### config.mk
export PLATFORM = sky130hd
export DESIGN_NAME = vga_sync
export DESIGN_NICKNAME = d
export VERILOG_FILES = /design/src/rtl/vga_sync.sv
export SDC_FILE = /design/constraint.sdc
export NUM_CORES = 1
export LEC_CHECK = 0
export BUFFER_PORTS_ARGS = -buffer_cell sky130_fd_sc_hd__buf_4
export CAP_MARGIN = 20
export CORE_ASPECT_RATIO = 1.2
export CORE_MARGIN = 10
export CORE_UTILIZATION = 45
export DETAILED_ROUTE_END_ITERATION = 8
export PLACE_DENSITY = 0.78
export SYNTH_ARGS = -nofsm -noshare
export SYNTH_HDL_FRONTEND = slang
export SYNTH_SLANG_ARGS = --single-unit
### constraint.sdc
create_clock -name clk -period 2.7 [get_ports clk]
set_clock_uncertainty 0.2 [all_clocks]
set_input_delay 0.405 -clock clk [delete_from_list [all_inputs] [get_ports clk]]
set_output_delay 0.405 -clock clk [all_outputs]
set_load 0.02 [all_outputs]
### src/rtl/vga_sync.sv
// Raster timing generator: pixel-rate enable, horizontal/vertical scan counters and sync decodes.
// Define VGA_SYNC_OUTREG_EN to register hsync/vsync/video_on on each pixel tick (one-pixel lag).
module vga_sync #(
    parameter int H_DISPLAY = 640,
    parameter int H_FRONT   = 16,
    parameter int H_SYNC    = 96,
    parameter int H_BACK    = 48,
    parameter int V_DISPLAY = 480,
    parameter int V_FRONT   = 10,
    parameter int V_SYNC    = 2,
    parameter int V_BACK    = 33,
    parameter int CLK_DIV   = 4
) (
    input  logic       clk,
    input  logic       reset,
    output logic       p_tick,
    output logic [9:0] x,
    output logic [9:0] y,
    output logic       hsync,
    output logic       vsync,
    output logic       video_on,
    output logic       frame_tick
);

    localparam int H_TOTAL = H_DISPLAY + H_FRONT + H_SYNC + H_BACK;
    localparam int V_TOTAL = V_DISPLAY + V_FRONT + V_SYNC + V_BACK;
    localparam int DIV_W   = $clog2(CLK_DIV);

    localparam logic [DIV_W-1:0] DIV_LAST = DIV_W'(CLK_DIV - 1);
    localparam logic [9:0] H_LAST     = 10'(H_TOTAL - 1);
    localparam logic [9:0] V_LAST     = 10'(V_TOTAL - 1);
    localparam logic [9:0] H_SYNC_LO  = 10'(H_DISPLAY + H_FRONT);
    localparam logic [9:0] H_SYNC_HI  = 10'(H_DISPLAY + H_FRONT + H_SYNC - 1);
    localparam logic [9:0] V_SYNC_LO  = 10'(V_DISPLAY + V_FRONT);
    localparam logic [9:0] V_SYNC_HI  = 10'(V_DISPLAY + V_FRONT + V_SYNC - 1);
    localparam logic [9:0] H_VIS      = 10'(H_DISPLAY);
    localparam logic [9:0] V_VIS      = 10'(V_DISPLAY);

    logic [DIV_W-1:0] div;
    logic [9:0]       h;
    logic [9:0]       v;
    logic             h_end;
    logic             v_end;
    logic             hsync_d;
    logic             vsync_d;
    logic             video_on_d;

    assign p_tick = (div == DIV_LAST);
    assign h_end  = (h == H_LAST);
    assign v_end  = (v == V_LAST);

    // NOTE: reset is tested first so it overrides any tick or wrap in the same cycle;
    // all state updates use non-blocking assignments so every counter sees pre-edge values.
    always_ff @(posedge clk) begin
        if (reset) begin
            div <= '0;
            h   <= '0;
            v   <= '0;
        end else begin
            div <= p_tick ? '0 : div + DIV_W'(1);
            if (p_tick) begin
                h <= h_end ? '0 : h + 10'd1;
                if (h_end) begin
                    v <= v_end ? '0 : v + 10'd1;
                end
            end
        end
    end

    assign x          = h;
    assign y          = v;
    assign frame_tick = p_tick && h_end && v_end;

    assign hsync_d    = !((h >= H_SYNC_LO) && (h <= H_SYNC_HI));
    assign vsync_d    = !((v >= V_SYNC_LO) && (v <= V_SYNC_HI));
    assign video_on_d = (h < H_VIS) && (v < V_VIS);

`ifdef VGA_SYNC_OUTREG_EN
    logic hsync_q;
    logic vsync_q;
    logic video_on_q;

    // Loaded once per pixel, so these trail x/y by exactly one pixel period.
    always_ff @(posedge clk) begin
        if (reset) begin
            hsync_q    <= 1'b1;
            vsync_q    <= 1'b1;
            video_on_q <= 1'b0;
        end else if (p_tick) begin
            hsync_q    <= hsync_d;
            vsync_q    <= vsync_d;
            video_on_q <= video_on_d;
        end
    end

    assign hsync    = hsync_q;
    assign vsync    = vsync_q;
    assign video_on = video_on_q;
`else
    assign hsync    = hsync_d;
    assign vsync    = vsync_d;
    assign video_on = video_on_d;
`endif

endmodule

# == Word-level counts from Yosys, hierarchy flattened ==
# Index checks and enable logic that the tools add are counted.
# totals
reg_bits,22
in_bits,2
out_inout_bits,25
wordCells,26
# op_classes
add_sub_neg,3
order_cmp,6
n_eq_ne,3
mux,2
n_reduce_logical,9
# ops
cell,count
$add A10 B1 Y10 const B,2
$eq A10 B10 Y1 const B,2
$mux W10,2
$ge A10 B10 Y1 const B,1
$ge A10 B9 Y1 const B,1
$le A10 B10 Y1 const B,1
$le A10 B9 Y1 const B,1
$lt A10 B10 Y1 const B,1
$lt A10 B9 Y1 const B,1
$logic_and A1 B1 Y1,5
$add A2 B1 Y2 const B,1
$eq A2 B2 Y1 const B,1
$logic_not A1 Y1,2
$reduce_and A2 Y1,1
$reduce_or A2 Y1,1

# == Longest topological paths before layout ==
# logic_depth
word_depth,3
ltp_mapped,7

# == Worst setup path before layout ==
# No wires, ideal clock.
# synth_timing
path_kind,flip-flop to output port
start,register div[0]
end,output port frame_tick
t_arrival_ns,1.776
required_time_ns,2.095
path_slack_ns,0.319
path_stages_with_launch,6
path_cell_list,dfxtp_1 -> ha_1 -> buf_2 -> nand4b_2 -> or3_4 -> nor2_1
# synth_between
elab_chain_cells,3
# synth_lines
element,line,rtl
from (decl),39,logic [DIV_W-1:0] div;
from (signal assigned),60,div <= p_tick ? '0 : div + DIV_W'(1);
$eq A2 B2 Y1,48,assign p_tick = (div == DIV_LAST);
net p_tick,16,"output logic p_tick,"
$logic_and A1 B1 Y1 (2 in a row),72,assign frame_tick = p_tick && h_end && v_end;
to (decl),22,output logic frame_tick
# The timed path passes the listed nets, and every way through them passes these cells.

# == Worst setup path after layout ==
# layout_timing
start,register div[0]
end,output port frame_tick
# layout_between
elab_chain_cells,3
# layout_lines
element,line
$eq A2 B2 Y1,48
$logic_and A1 B1 Y1 (2 in a row),72
# Every way passes these cells.

==> impl_metrics.toml <==
[routing]
wl_mm = 2.89
initialDrtViolationCount = 47
vias = 1065
drt-pass1-iter-count = 4
post-route-drc-count = 0
detail_route.wl_per_cell_um = 15.2
ant_nets = 0
post_drt_via_cell_ratio = 5.61

[pwr]
powerDensity_nw_per_um2 = 358
p_comb_frac = 0.053
clock_power_share = 0.290
leakage_nw = 0.539
netSwitchingPower_mw = 0.114
ir_drop_v = 0.000279
sw_frac_of_total = 0.225
seqPwrFrac = 0.657
power.internal_mw = 0.393

[clock_network]
clockBufferDepth = 2
post_cts_buffers = 0
ctsHtreeMaxLevel = 1
numCtsBuffers = 3
cts_hold_buf = 0
clock_latency_ns = 0.31
cts_sinks = 22
root_buffer = "clkbuf_4"
cts_tree = "built"
path_clk_slew_ns = 0.11
cts_resized = 0

[critical_path]
r2r_setup_slack_ns = 0.53
reg2reg_from = "div[0]"
required_ns = 2.10
max_stage_delay_ns = 0.40
path_max_fanout = 10
crit_arrival_ns = 1.90
reg2reg_to = "y[8]"
path_cells = "ha_2 > nand4b_4 > or3_4 > nor2_1 > buf_4"
r2r.worst_path.cells = 5
crit_type = "flip-flop to primary output"
endpoint_kind = "primary output"
path_delay_family = "simple AND/OR/NAND/NOR gates"
cp-start-kind = "flip-flop"
crit_start = "div[0]"
cp_num_buf_inv = 1
slowest_stage = "or3_4"

[floorplanning]
ios = 27
row_count = 20
dieHeight_um = 75.9
die-area_um2 = 5060
start_util = 0.464
design.core.area_um2 = 2530
die_w_um = 66.6

[yosys]
synthArstFlopShare = 0
syn_area_per_cell_um2 = 8.75
syn-num-nets = 142
synth_area_um2 = 1170
synth_top_area_frac = 0.376
postSynthCellCount = 134
yosysUniqueCellTypes = 37
yosysWarnings = 0
synthFlopType = "dfxtp_1"
synthTopCellsByArea = "dfxtp_1 38%, xnor2_1 8.2%, ha_1 6.4%"
synth_seq_cells = 22
synth-edff-count = 0
synth_top_area_cell = "dfxtp_1"
synth_most_common_cell = "dfxtp_1"
ys_seq_area_frac = 0.376
synthTopCellsByCount = "22 x dfxtp_1, 16 x nor2_1, 11 x nand2_1, 11 x xnor2_1, 7 x nand4_1"

[cells_and_area]
insertedDiodeCount = 0
fin_cells = 190
drive_above_1_share = 0.236
finalNetCount = 167
area_delta_synth_final_pct = 20.9

[global_routing]
grt_overflow = 0
grt_max_degree = 12
first_global_vias = 1121
grt_antenna_before_repair = 0
grt_pass1_wl_mm = 5.06
gr-usage-all-layers = 0.120

[sta]
slew_viol_final = 0
finalCritPeriodShare = 0.928
final-hold-violation-count = 0
fin_setup_tns_ns = 0
setup_violations = 0
fmax_ghz = 0.399
rsz0062_at_grt = "false"
worst_slew_pin_slew_ns = 0.539
final.setup.worst_slack_ns = 0.195
hold_slack_ns = 0.121
slew_headroom = 0.640
period_needed_ns = 2.50

[hold_path]
whs_path_depth = 2
min_to = "y[1]"
hold_path_class = "input pin to flip-flop"
hold_start = "reset"

[place]
preCtsSetupSlack_ns = 0.395
hpwl_mm = 2.22
place_congestion = 0.897
io_buffers = 26
dp.cells = 187

[status]
outcome = "complete, no violations"

[job]
maxCapViolations = 0
==> power groups by stage <==
stage / clock network [mW] / registers (mW) / logic, mW
2_1_floorplan: 0 / 0.341 / 0.0172
3_3_place_gp: 0 / 0.340 / 0.0251
3_5_place_dp: 0 / 0.341 / 0.0257
4_1_cts: 0.150 / 0.333 / 0.0260
5_1_grt: 0.164 / 0.334 / 0.0301
6_report: 0.147 / 0.333 / 0.0267
==> layout make-up <==
| cell class | count | area, um^2 |
|---|---|---|
| clock buffers | 3 | 22.5 |
| fillers | 244 | 1110 |
| inverters | 6 | 22.5 |
| multi-input cells | 99 | 688 |
| flip-flops and latches | 22 | 440 |
| well taps | 33 | 41.3 |
| repair buffers | 27 | 203 |
==> per-stage QoR <==
| step | utilization | area [um^2] | total power [mW] |
|---|---|---|---|
| after floorplan | - | 1170 | 0.359 |
| after global placement | 0.548 | 1380 | 0.365 |
| after detailed placement | 0.548 | 1380 | 0.366 |
| after CTS | 0.556 | 1410 | 0.510 |
| after global routing | 0.561 | 1420 | 0.528 |
| final | 0.561 | 1420 | 0.507 |
==> kinds of logic (layout without fill, tap and decap cells) <==
family | count (synthesis) | in the layout | synth area share
flops | 22 | 22 | 0.376
simple gates | 64 | 64 | 0.316
buf+inv | 13 | 36 | 0.0470
mux | 2 | 2 | 0.0171
fa+ha+maj | 6 | 6 | 0.0640
xor+xnor | 14 | 14 | 0.105
compound gates | 13 | 13 | 0.0758
==> flip-flops by register name (all words and copies together) (netlist names) <==
signal and count:
div 2, y 10, x 10
==> worst reg2reg max path: stages (launching register included) <==
cell      delay, ns
dfxtp_1        0.36
ha_2           0.31
nand4b_4       0.19
or3_4          0.40
or4_4          0.53
a21oi_2        0.13
==> metal layers <==
layer	share of wire	up-vias	track usage
li1	-	522	-
met1	0.42	499	0.134
met2	0.48	37	0.193
met3	0.078	7	0.0368
met4	0.019	0	0.0630
met5	0	-	0
==> placed cells by master, fill, tap and decap left out, types with 2 or more instances in the layout <==
cell,instances
buf_4,27
clkbuf_4,3
xnor2_1,11
o21ai_0,2
o31ai_1,2
nand2_1,11
mux2i_1,2
xor2_1,3
inv_1,6
a21oi_1,3
ha_1,5
dfxtp_1,22
nor2_1,16
nand4_1,7
nor3_1,6
nand3_1,5
nor4_1,6
==> worst max path at each step <==
stage / endpoint / slack (ns) / depth (start not counted)
final: frame_tick / 0.20 / 5
after global routing: frame_tick / 0.04 / 4
after global placement: frame_tick / 0.43 / 5
after floorplan: frame_tick / 0.32 / 5
after CTS: frame_tick / 0.02 / 5
after detailed placement: frame_tick / 0.39 / 5
No activity file was read; power rests on OpenSTA's default activity.
